**src/rtl/bus_trace_buffer_if.sv**
```systemverilog
// Signal bundle between the board top level and the bus trace buffer.
// Handshake: there is no valid/ready pair on this bundle; every input is a
// plain level sampled on each rising clock edge, and every output is a
// registered level that is stable for the whole cycle after the edge.
interface bus_trace_buffer_if #(
    parameter int WIDTH = 16,
    parameter int AW    = 3
);
    logic [WIDTH-1:0] BusWires;
    logic             Capture;
    logic             Done;
    logic             Step;
    logic             Clear;
    logic [WIDTH-1:0] RdData;
    logic [AW-1:0]    RdIndex;
    logic [AW:0]      Count;
    logic             Frozen;
    logic             Overflow;
    logic [1:0]       TraceState;   // debug view of the FSM state register

    modport slave (
        input  BusWires, Capture, Done, Step, Clear,
        output RdData, RdIndex, Count, Frozen, Overflow, TraceState
    );

    modport master (
        output BusWires, Capture, Done, Step, Clear,
        input  RdData, RdIndex, Count, Frozen, Overflow, TraceState
    );
endinterface

```
**src/rtl/bus_trace_buffer.sv**
```systemverilog
// Circular trace of the processor bus. Records BusWires while an instruction
// runs, freezes on Done, and lets the user walk the captured words with a
// debounced push-button level (one advance per press).
module bus_trace_buffer #(
    parameter int WIDTH = 16,
    parameter int DEPTH = 8,
    parameter int AW    = 3
) (
    input  logic               Clock,
    input  logic               Reset,
    bus_trace_buffer_if.slave  bus
);
    typedef enum logic [1:0] {
        ARMED  = 2'd0,
        RECORD = 2'd1,
        FROZEN = 2'd2
    } state_t;

    localparam logic [AW:0] FULL_COUNT = (AW + 1)'(DEPTH);

    state_t           state;
    state_t           state_next;
    logic [WIDTH-1:0] mem [DEPTH];
    logic [AW-1:0]    head;
    logic [AW-1:0]    rd_index;
    logic [AW:0]      count;
    logic             overflow;
    logic             frozen;
    logic             step_q;
    logic [WIDTH-1:0] rd_data;

    logic             wr_en;
    logic             mem_we;
    logic             step_pulse;
    logic             full;
    logic             empty;
    logic [AW-1:0]    wr_addr;
    logic [AW-1:0]    rd_addr;

    // Address arithmetic wraps naturally in AW bits (DEPTH is a power of 2).
    // When full, count[AW-1:0] is zero, so the write lands on the oldest slot.
    assign full       = (count == FULL_COUNT);
    assign empty      = (count == '0);
    assign wr_addr    = head + count[AW-1:0];
    assign rd_addr    = head + rd_index;
    assign step_pulse = bus.Step & ~step_q;
    // Clear and Reset discard any write presented in the same cycle.
    assign mem_we     = wr_en & ~Reset & ~bus.Clear;

    // Next-state and write-enable decode; Done only freezes, it never writes alone.
    always_comb begin
        state_next = state;
        wr_en      = 1'b0;
        case (state)
            ARMED: begin
                if (bus.Capture) begin
                    wr_en      = 1'b1;
                    state_next = bus.Done ? FROZEN : RECORD;
                end
            end
            RECORD: begin
                wr_en = bus.Capture;
                if (bus.Done) begin
                    state_next = FROZEN;
                end
            end
            FROZEN: begin
                state_next = FROZEN;
            end
            default: begin
                state_next = ARMED;
            end
        endcase
    end

    // Control registers: FSM, ring pointers, view index, step edge detect, read port.
    always_ff @(posedge Clock) begin
        if (Reset || bus.Clear) begin
            state    <= ARMED;
            head     <= '0;
            count    <= '0;
            rd_index <= '0;
            overflow <= 1'b0;
            frozen   <= 1'b0;
            step_q   <= 1'b0;
            rd_data  <= '0;
        end else begin
            state  <= state_next;
            frozen <= (state_next == FROZEN);
            step_q <= bus.Step;

            if (wr_en) begin
                if (full) begin
                    head     <= head + 1'b1;
                    overflow <= 1'b1;
                end else begin
                    count <= count + 1'b1;
                end
            end

            // Wrap point uses the pre-edge count, even if a write lands this cycle.
            if (step_pulse && !empty) begin
                if ({1'b0, rd_index} == count - 1'b1) begin
                    rd_index <= '0;
                end else begin
                    rd_index <= rd_index + 1'b1;
                end
            end

            // Registered read of pre-edge contents; a same-address write shows next cycle.
            rd_data <= empty ? '0 : mem[rd_addr];
        end
    end

    // Trace storage; contents survive Reset/Clear and are masked by count.
    always_ff @(posedge Clock) begin
        if (mem_we) begin
            mem[wr_addr] <= bus.BusWires;
        end
    end

    assign bus.RdData     = rd_data;
    assign bus.RdIndex    = rd_index;
    assign bus.Count      = count;
    assign bus.Frozen     = frozen;
    assign bus.Overflow   = overflow;
    assign bus.TraceState = state;
endmodule

```
**src/flat_wrapper.sv**
```systemverilog
// flat-port wrapper written by rule: the top's interface ports become plain ports
module bus_trace_buffer_flat 
#(
    parameter int WIDTH = 16,
    parameter int DEPTH = 8,
    parameter int AW    = 3
)
  (Clock, Reset, bus_BusWires, bus_Capture, bus_Done, bus_Step, bus_Clear, bus_RdData, bus_RdIndex, bus_Count, bus_Frozen, bus_Overflow, bus_TraceState);
  bus_trace_buffer_if #(.WIDTH(WIDTH), .AW(AW)) bus_i ();
  input  logic Clock;
  input  logic Reset;
  input wire logic [$bits(bus_i.BusWires)-1:0] bus_BusWires;
  input wire logic [$bits(bus_i.Capture)-1:0] bus_Capture;
  input wire logic [$bits(bus_i.Done)-1:0] bus_Done;
  input wire logic [$bits(bus_i.Step)-1:0] bus_Step;
  input wire logic [$bits(bus_i.Clear)-1:0] bus_Clear;
  output wire logic [$bits(bus_i.RdData)-1:0] bus_RdData;
  output wire logic [$bits(bus_i.RdIndex)-1:0] bus_RdIndex;
  output wire logic [$bits(bus_i.Count)-1:0] bus_Count;
  output wire logic [$bits(bus_i.Frozen)-1:0] bus_Frozen;
  output wire logic [$bits(bus_i.Overflow)-1:0] bus_Overflow;
  output wire logic [$bits(bus_i.TraceState)-1:0] bus_TraceState;
  assign bus_i.BusWires = bus_BusWires;
  assign bus_i.Capture = bus_Capture;
  assign bus_i.Done = bus_Done;
  assign bus_i.Step = bus_Step;
  assign bus_i.Clear = bus_Clear;
  assign bus_RdData = bus_i.RdData;
  assign bus_RdIndex = bus_i.RdIndex;
  assign bus_Count = bus_i.Count;
  assign bus_Frozen = bus_i.Frozen;
  assign bus_Overflow = bus_i.Overflow;
  assign bus_TraceState = bus_i.TraceState;
  bus_trace_buffer #(.WIDTH(WIDTH), .DEPTH(DEPTH), .AW(AW)) u_core (.Clock(Clock), .Reset(Reset), .bus(bus_i));
endmodule
```
**config.mk**
```make
export PLATFORM = sky130hd
export DESIGN_NAME = bus_trace_buffer_flat
export DESIGN_NICKNAME = d
export VERILOG_FILES = /design/src/rtl/bus_trace_buffer_if.sv /design/src/rtl/bus_trace_buffer.sv /design/src/flat_wrapper.sv
export SDC_FILE = /design/constraint.sdc
export NUM_CORES = 1
export LEC_CHECK = 0
export CELL_PAD_IN_SITES_DETAIL_PLACEMENT = 0
export CELL_PAD_IN_SITES_GLOBAL_PLACEMENT = 1
export CORE_UTILIZATION = 43
export DETAILED_ROUTE_END_ITERATION = 12
export HOLD_SLACK_MARGIN = 0.02
export PLACE_DENSITY_LB_ADDON = 0.15
export SLEW_MARGIN = 15
export SYNTH_ARGS = -nofsm -noshare
export SYNTH_HDL_FRONTEND = slang
export SYNTH_SLANG_ARGS = --single-unit
```
**constraint.sdc**
```tcl
create_clock -name Clock -period 3.4 [get_ports Clock]
set_input_delay 0.34 -clock Clock [delete_from_list [all_inputs] [get_ports Clock]]
set_output_delay 0.34 -clock Clock [all_outputs]
set_load 0.01 [all_outputs]
```
After elaboration in Yosys (flattened, before gate mapping). Memories as Yosys holds them, arrays and structs flattened. A register that Yosys moved wholly into a read port is not among the register bits. Index checks and enable logic that the tools add are counted. Widths: inputs -> output; s select.

Register bits: 15. Output and inout bits: 27. Memory bits (writable): 128. Memories kept: 1. Bits of input ports: 22.

Memories: u_core.mem (depth 8, bits a word 16, read ports 1, clocked after memory_dff 1, wr ports 1, RTL line bus_trace_buffer.sv:23) `logic [WIDTH-1:0] mem [DEPTH];`.

Equal/unequal tests: 5. Bitwise logic cells: 7. Muxes and demuxes: 9. Reductions and logical operators: 8. Add/subtract/negate cells: 6.

Operators by type and width (count): $add 3x1->3 const B (2); $add 3x3->3 (2); $mux 2 (3); $pmux 2 s3 (1); $add 4x1->4 const B (1); $eq 2x2->1 const B (2); $eq 3x4->1 (1); $eq 4x4->1 const B (1); $logic_not 4->1 (1); $not 1->1 (4); $reduce_and 2->1 (2); $sub 4x1->4 const B (1); $and 1x1->1 (3); $mux 1 (3); $mux 3 (1); $eq 2x1->1 const B (1); $logic_not 2->1 (1); $pmux 1 s2 (1); $reduce_or 2->1 (1); $logic_and 1x1->1 (1); $logic_not 1->1 (1); $logic_or 1x1->1 (1).

Depth between registers and ports, before layout. Gate-level depths: netlist of run 1.

Depth after elaboration: 6. Depth in mapped cells: 8. Depth with buffers taken out: 7.

Worst setup path before layout of run 1. No wires, ideal clock.

Kind: reg-to-reg. From: register u_core.count[0] (netlist: u_core.bus.Count[0]). To: memory u_core.mem[2][0] (enable). Stages on the path, launching flop included: 7. Path buffers: 0. Setup slack: 354 ps. Data arrival time: 2637 ps. Setup time: 409 ps. Path through: dfxtp_1 > ha_1 > inv_1 > fa_1 > xnor2_1 > xor2_1 > nor3_1.

Longest elaborated chain between the ends: 1.

Ends and longest elaborated chain: from (decl) (RTL line bus_trace_buffer.sv:26) `logic [AW:0] count;`; from (signal assigned) (RTL line bus_trace_buffer.sv:97) `count <= count + 1'b1;`; $add 3x3->3 (RTL line bus_trace_buffer.sv:44) `assign wr_addr = head + count[AW-1:0];`; to (decl) (RTL line bus_trace_buffer.sv:23).

Every way passes these cells.

Worst setup path in the final report of run 1.
From: register u_core.count[0] (netlist: u_core.bus.Count[0]). To: memory u_core.mem[0][6] (enable).

The elaborated chain is that of the path after synthesis.

==> results of run 1 <==
==> placed cells by master (no fill, tap or decap), types with 2 or more instances in the layout <==
cell type / synthesis / layout
clkbuf_1: 5 / 5
mux2i_1: 18 / 18
nand3_1: 2 / 2
xnor2_1: 11 / 11
edfxtp_1: 128 / 128
buf_4: 0 / 18
xor2_1: 3 / 3
fa_1: 2 / 2
clkinv_2: 0 / 3
inv_1: 6 / 6
dfxtp_1: 31 / 31
nor3_2: 0 / 4
clkinv_1: 1 / 2
nor3_1: 11 / 7
clkbuf_16: 0 / 17
ha_1: 7 / 6
clkbuf_8: 0 / 2
o21ai_0: 2 / 2
nand2b_1: 3 / 3
clkdlybuf4s50_1: 0 / 48
a21oi_1: 2 / 2
nor2_1: 33 / 33
nand2_1: 5 / 5
nand4_1: 2 / 2
mux4_2: 32 / 32
==> area by class of cell <==
class	instances	share of cell area [%]
inverter	7	0.353
clock buffer	24	6.34
multi-input combinational	145	20.9
clock inverter	7	0.874
sequential	159	60.0
timing repair buffer	67	8.54
tap	180	3.02
==> cells by family after synthesis <==
family                   after synthesis
AO/OA/AOI/OAI                          4
flip-flops                           159
XOR/XNOR                              16
buffers and inverters                 21
AND/OR/NAND/NOR                       65
multiplexers                          51
adder cells (fa/ha/maj)                9
==> metrics by stage <==
step / instance area, um2 / setup slack (ns) / hold slack [ns]
2_1_floorplan: 6090 / 0.354 / 0.417
3_3_place_gp: 6910 / 0.737 / 0.458
3_5_place_dp: 6910 / 0.669 / 0.462
4_1_cts: 7450 / 0.659 / 0.469
5_1_grt: 7450 / 0.477 / 0.479
6_report: 7450 / 0.693 / 0.486
==> per-layer routing <==
metal	GRT usage, %	vias to the layer above	part of all wire [%]
li1	-	1396	-
met1	22.3	1514	46
met2	25.2	63	48
met3	4.46	16	4.6
met4	7.87	0	1.9
met5	0	-	0
==> flip-flops by register name (all words and copies together), names as in the netlist <==
signal,cells
u_core.bus.Overflow,1
u_core.bus.Count,4
u_core.mem,128
u_core.bus.TraceState,2
u_core.bus.RdIndex,3
u_core.head,3
u_core.bus.Frozen,1
u_core.step_q,1
u_core.bus.RdData,16
==> report_power, final <==
| part | internal, mW | switching, mW |
|---|---|---|
| logic | 0.0591 | 0.0588 |
| clock network | 1.03 | 0.698 |
| registers | 2.11 | 0.00583 |
==> worst register-to-register path, stage by stage (launching register included) <==
cell     delay (ns)
dfxtp_1        0.46
ha_1           0.19
inv_1          0.05
fa_1           0.37
xnor2_1        0.26
xor2_1         0.19
nor2_1         0.57
buf_4          0.32
==> final timing paths <==
kind	start	to	slack, ns	cells after the start
worst min register to register	u_core.bus.Overflow	u_core.bus.Overflow	0.49	2
worst min-delay path	u_core.bus.Overflow	u_core.bus.Overflow	0.49	2
worst max-delay path	u_core.bus.Count[0]	u_core.mem[0][6]	0.69	7
worst max register to register	u_core.bus.Count[0]	u_core.mem[0][6]	0.69	7
==> impl_metrics.yaml, run 1 <==
sta:
  fin_crit_ns: 2.71
  skew_ns: 0.00535
  drv_slew: 0
  finalSetupViolCount: 0
  tightest_slew_ns: 0.899
  fin_tns_setup_ns: 0
  hold_violations: 0
  max_freq_mhz: 369
  rsz0062_at_grt: "no"
  fin_crit_sh_pct: 79.6
  slew_headroom_pct: 40.1
logic_synthesis:
  synth_edf_count: 128
  synth_top_family_by_area: "multiplexers"
  netlist_area_um2: 6090
  async_flop_share_pct: 0
  synth_xor_area_share_pct: 2.73
  synthAdderAreaFrac_pct: 2.09
  synth_mux_area_share_pct: 15.0
  synth.avg_cell_area_um2: 18.7
  synth_compound_area_share_pct: 0.329
  ys.flop_type: "edfxtp_1"
  yosysTopAreaCell: "edfxtp_1"
  synth-seq-cells: 159
  synth.area.top_cells: "edfxtp_1, mux4_2, dfxtp_1"
  synthesis.nets: 356
  syn_inst: 325
  yosysUniqueCellTypes: 34
  synth_top_area_share_pct: 63.1
  yosys.area_share.simple_pct: 5.07
  post-synth-top-count-cell: "edfxtp_1"
  ys_warn_count: 0
  synth.top_cells.by_count: "edfxtp_1, nor2_1, mux4_2, dfxtp_1, mux2i_1"
  seq_area_frac_synth_pct: 73.3
worst_setup_path:
  critPathArrivalTime_ns: 2.83
  path_class: "reg2reg"
  path_buf_inv: 2
  path_cells: "ha_1 -> inv_1 -> fa_1 -> xnor2_1 -> xor2_1 -> nor2_1 -> buf_4"
  slowest_stage: "nor2_1"
  cp_max_fo: 10
  end_kind: "register"
  worstPathRequired_ns: 3.52
  start_kind: "register"
  slowest_delay_ns: 0.57
  cp_top_family: "simple AND/OR/NAND/NOR gates"
drt:
  drc: 0
  viasPerCell: 5.07
  dr_total_vias: 2989
  first_pass_iters: 4
  wl_um: 10900
  antenna_left: 0
  first_iter_violations: 193
  avgRoutedWirePerCell_um: 18.6
clock_tree:
  path_clk_slew_ns: 0.06
  clockRootBuffer: "clkbuf_16"
  cts_buffer_depth: 2
  cts_buffers: 17
  cts_sinks: 159
  cts_tree: "done"
  post_cts_resized: 0
  htreeDepth: 4
  post-cts-setup-buffers: 0
  cts_hold_repair.buffers: 0
  insertion_delay_ns: 0.42
outcome:
  status: "complete, no violations"
die:
  rows: 43
  core_area_um2: 13800
  ioPinCount: 49
  start_util_pct: 44.1
  fp.dieArea_um2: 14600
  dieWidth_um: 121
  die_height_um: 121
finish:
  nFillCells: 1105
  seqCellArea_um2: 4460
  multi_input_comb_area_um2: 1560
  final_nets: 428
  antenna_cells: 0
  area_delta_synth_final_pct: 22.2
  drive_gt1_share_pct: 20.8
  utilization_pct: 53.9
  final_cells: 589
power_and_ir_drop:
  totalPowerFinal_mw: 3.97
  ir_worst_vdd_uv: 341
  power_density_nw_per_um2: 533
  p_leak_nw: 2.39
run:
  cap_violations: 0
placed_design:
  portBuffers: 48
  place_hpwl_um: 6830
  routabilityCongestion: 0.747
  dp_cells: 558
grt:
  grt_max_degree: 33
  grt_pass1_vias: 2999
  grt-ovfl-total: 0
  grt_use_total_pct: 16.6
  grt_pass1_wl_um: 17000
  antenna_found_initial: 0
worst_hold_path:
  hold_class: "reg2reg"
No activity file was read; power rests on OpenSTA's default activity.
==> run 2: changes to the inputs <==
==> constraint.sdc (replaced) <==
create_clock -name Clock -period 2.76 [get_ports Clock]
set_input_delay 0.276 -clock Clock [delete_from_list [all_inputs] [get_ports Clock]]
set_output_delay 0.276 -clock Clock [all_outputs]
set_load 0.01 [all_outputs]
==> run 2 against run 1 <==
  * Combinational power increased by 23%
  * Largest cell class unchanged
  * Critical path depth is the same
  * Sequential share of layout area down 0.39 points
  * Count of clock-buffer cells in the layout rose by 2
  * Worst setup slack got worse by 0.34 ns
==> impl_metrics.yaml, run 2 (same netlist as run 1, synthesis figures left out) <==
clock_tree:
  cts_buffer_depth: 2
  cts_buffers: 17
  path_clk_slew_ns: 0.06
  cts_hold_repair.buffers: 0
  insertion_delay_ns: 0.42
  htreeDepth: 4
  cts_sinks: 159
  post-cts-setup-buffers: 0
  cts_tree: "done"
  post_cts_resized: 0
  clockRootBuffer: "clkbuf_16"
power_and_ir_drop:
  p_leak_nw: 2.42
  power_density_nw_per_um2: 683
  totalPowerFinal_mw: 5.12
  ir_worst_vdd_uv: 342
die:
  dieWidth_um: 121
  fp.dieArea_um2: 14600
  die_height_um: 121
  core_area_um2: 13800
  rows: 43
  start_util_pct: 44.1
  ioPinCount: 49
drt:
  first_iter_violations: 174
  wl_um: 11200
  avgRoutedWirePerCell_um: 19.0
  antenna_left: 0
  first_pass_iters: 4
  dr_total_vias: 2975
  viasPerCell: 5.04
  drc: 0
placed_design:
  routabilityCongestion: 0.700
  post-place-ws_ns: 0.325
  place_hpwl_um: 6820
  portBuffers: 48
worst_setup_path:
  path_common_cell: "xnor2_1"
  end_kind: "register"
  worstPathRequired_ns: 2.87
  slowest_delay_ns: 0.48
  path_cells: "ha_1 -> inv_1 -> fa_1 -> xnor2_1 -> xnor2_1 -> nor3_2 -> buf_4"
  path_class: "reg2reg"
  slowest_stage: "dfxtp_1"
  crit_path_start: "u_core.bus.Count[0]"
  cp_top_family: "adder cells"
  cp_max_fo: 9
  critPathArrivalTime_ns: 2.53
  path_buf_inv: 2
  r2r-start: "u_core.bus.Count[0]"
  start_kind: "register"
finish:
  multi_input_comb_area_um2: 1560
  drive_gt1_share_pct: 21.0
  layout_common_cells: "edfxtp_1, clkdlybuf4s50_1, nor2_1"
  area_delta_synth_final_pct: 23.0
  layout_commonest_cell: "edfxtp_1"
  utilization_pct: 54.2
  final_nets: 428
  largest_reg_flops: 128
  seqCellArea_um2: 4460
  antenna_cells: 0
  top_register: "u_core.mem"
  nFillCells: 1079
grt:
  grt_use_total_pct: 17.0
  grt_max_degree: 21
  grt_pass1_vias: 3180
  grt-ovfl-total: 0
  antenna_found_initial: 0
  grt_pass1_wl_um: 17700
sta:
  hold_violations: 0
  slew_headroom_pct: 40.4
  setup_slack_ns: 0.349
  fin_crit_ns: 2.41
  fin_crit_sh_pct: 87.3
  drv_slew: 0
  fin_tns_setup_ns: 0
  rsz0062_at_grt: "no"
  tightest_slew_ns: 0.894
  max_freq_mhz: 415
  skew_ns: 0.00830
  finalSetupViolCount: 0
outcome:
  status: "complete, no violations"
worst_hold_path:
  hp-start: "bus_Done"
  hold_class: "in2reg"
run:
  cap_violations: 0
-- run 2: cell count changes in the layout (fill, tap and decap cells not counted), sizes merged --
| cell | delta |
|---|---|
| clkinv | -2 |
| clkinvlp | -1 |
| clkbuf | +2 |
| bufinv | +2 |
-- run 2: final timing paths --
| path | end | slack, ns | cells past startpoint |
|---|---|---|---|
| setup / recovery | u_core.mem[7][6] | 0.35 | 7 |
| hold / removal | u_core.bus.TraceState[0] | 0.43 | 2 |
| setup reg to reg | u_core.mem[7][6] | 0.35 | 7 |
| hold reg to reg | u_core.bus.Overflow | 0.47 | 2 |
-- run 2: metrics by stage --
step | std cells | hold slack (ns) | area (um2)
after floorplan | 325 | 0.353 | 6090
after global placement | 558 | 0.461 | 6900
after detailed placement | 558 | 0.462 | 6900
after CTS | 590 | 0.416 | 7490
after global routing | 590 | 0.432 | 7490
final | 590 | 0.434 | 7490
-- run 2: area by class of cell --
class | count | share of cell area (%)
Clock buffer | 26 | 6.53
Clock inverter | 6 | 1.45
Inverter | 7 | 0.351
Multi-Input combinational cell | 145 | 20.8
Sequential cell | 159 | 59.6
Tap cell | 180 | 3.01
Timing Repair Buffer | 67 | 8.31
-- run 2: per-layer routing --
metal,global-route usage [%],routed length [um]
met5,0,0
met4,6.94,155
met3,4.28,361
met2,26.0,5420
met1,23.4,5260
-- run 2: power breakdown --
group	internal [mW]	total (mW)	switching, mW
registers	2.60	2.61	0.00657
clock network	1.49	2.36	0.867
logic	0.0722	0.145	0.0731
==> run 3: changes to the inputs <==
--- a/config.mk
+++ b/config.mk
@@ -5,8 +5,10 @@
 export SDC_FILE = /design/constraint.sdc
 export NUM_CORES = 1
 export LEC_CHECK = 0
+export CAP_MARGIN = 20
 export CELL_PAD_IN_SITES_DETAIL_PLACEMENT = 0
 export CELL_PAD_IN_SITES_GLOBAL_PLACEMENT = 1
+export CORE_MARGIN = 2
 export CORE_UTILIZATION = 43
 export DETAILED_ROUTE_END_ITERATION = 12
 export HOLD_SLACK_MARGIN = 0.02
==> constraint.sdc (replaced) <==
create_clock -name Clock -period 3 [get_ports Clock]
set_input_delay 0.3 -clock Clock [delete_from_list [all_inputs] [get_ports Clock]]
set_output_delay 0.3 -clock Clock [all_outputs]
set_load 0.01 [all_outputs]
==> run 3 against run 2 <==
  * Critical path depth unchanged
  * Sequential share of layout area down 0.13 points
  * Design area up 0.22%
  * Non-clock buffer count down 3
  * Clock power down 8%
  * First-iteration DRC count up 13%
  * Via count down 1.2%
  * Flip-flop and latch count unchanged
  * Maximum frequency down 2.2%
  * Routed wire length down 0.23%
  * Count of clock-buffer cells in the layout down 1
  * Core utilization down 0.093 points
==> impl_metrics.yaml, run 3 (same netlist as run 1, synthesis figures left out) <==
grt:
  grt-ovfl-total: 0
  grt_max_degree: 33
  antenna_found_initial: 0
  grt_use_total_pct: 16.7
  grt_pass1_wl_um: 17700
  grt_pass1_vias: 3113
sta:
  tightest_slew_ns: 0.875
  drv_slew: 0
  hold_violations: 0
  skew_ns: 0.00553
  fin_crit_ns: 2.47
  fin_tns_setup_ns: 0
  finalSetupViolCount: 0
  fin_hold_ws_ns: 0.464
  slew_headroom_pct: 41.6
  fin_crit_sh_pct: 82.2
  rsz0062_at_grt: "no"
  setup_slack_ns: 0.534
  max_freq_mhz: 406
die:
  dieWidth_um: 123
  ioPinCount: 49
  fp.dieArea_um2: 15100
  die_height_um: 123
  rows: 43
  core_area_um2: 13900
  start_util_pct: 43.9
drt:
  dr_total_vias: 2940
  antenna_left: 0
  first_iter_violations: 197
  viasPerCell: 5.01
  wl_um: 11200
  drc: 0
  first_pass_iters: 4
  avgRoutedWirePerCell_um: 19.0
placed_design:
  post-place-ws_ns: 0.467
  routabilityCongestion: 0.728
  portBuffers: 48
  dp_cells: 555
  place_hpwl_um: 6820
worst_setup_path:
  worstPathRequired_ns: 3.29
  cp_max_fo: 16
  critPathArrivalTime_ns: 2.76
  path_class: "reg2reg"
  start_kind: "register"
  end_kind: "register"
worst_hold_path:
  hold_class: "in2reg"
finish:
  layout_commonest_cell: "edfxtp_1"
  layout_common_cells: "edfxtp_1, clkdlybuf4s50_1, nor2_1"
  drive_gt1_share_pct: 20.4
  final_nets: 425
  antenna_cells: 0
  area_delta_synth_final_pct: 23.3
  top_register: "u_core.mem"
  largest_reg_flops: 128
  final_cells: 587
clock_tree:
  cts_buffers: 17
  cts_sinks: 159
  path_clk_slew_ns: 0.06
  cts_buffer_depth: 2
  cts_tree: "done"
  clockRootBuffer: "clkbuf_16"
  post_cts_resized: 0
  htreeDepth: 4
  cts_hold_repair.buffers: 0
  insertion_delay_ns: 0.41
  post-cts-setup-buffers: 0
outcome:
  status: "complete, no violations"
power_and_ir_drop:
  switching_power_mw: 0.836
  combPwrFrac_pct: 2.9
  totalPowerFinal_mw: 4.71
  ir_worst_vdd_uv: 429
  power_density_nw_per_um2: 627
  swShare_pct: 17.7
  clock_power_share_pct: 46.1
  p_leak_nw: 2.42
  seqPwrFrac_pct: 51.0
  p_int_mw: 3.87
run:
  cap_violations: 0
-- run 3: final timing paths --
kind | start | to | slack, ns | cells after the start
setup / recovery | u_core.bus.RdIndex[0] | u_core.bus.RdData[12] | 0.53 | 7
hold / removal | bus_Done | u_core.bus.TraceState[0] | 0.46 | 2
setup reg to reg | u_core.bus.RdIndex[0] | u_core.bus.RdData[12] | 0.53 | 7
hold reg to reg | u_core.bus.Overflow | u_core.bus.Overflow | 0.48 | 2
-- run 3: critical path: stages (launching register included) --
cell	delay (ns)
dfxtp_1	0.44
ha_2	0.20
inv_1	0.04
fa_1	0.40
xor2_2	0.19
xnor2_4	0.70
mux2i_1	0.30
nor2_1	0.07
-- run 3: power groups by stage --
stage	clock network (mW)	registers (mW)	logic, mW
after floorplan	0	2.45	0.0560
after global placement	0	2.45	0.135
after detailed placement	0	2.45	0.137
after CTS	2.23	2.40	0.138
after global routing	2.32	2.40	0.149
final	2.17	2.40	0.134
-- run 3: per-layer routing --
layer	vias to the layer above	GRT usage, %	share of wire, %
li1	1395	-	-
met1	1483	21.5	44
met2	60	27.0	51
met3	2	5.49	4.7
met4	0	5.11	0.39
met5	-	0	0
-- run 3: layout make-up --
type	count	area, um2
fill	1113	6370
sequential	159	4460
multi-input combinational	145	1560
timing repair buffer	64	626
clock buffer	25	505
tap	180	225
clock inverter	7	106
inverter	7	26.3
-- run 3: through the flow --
step                      utilization, %  area [um2]
after floorplan                        -        6090
after global placement              49.7        6900
after detailed placement            49.7        6900
after CTS                           54.1        7510
after global routing                54.1        7510
final                               54.1        7510
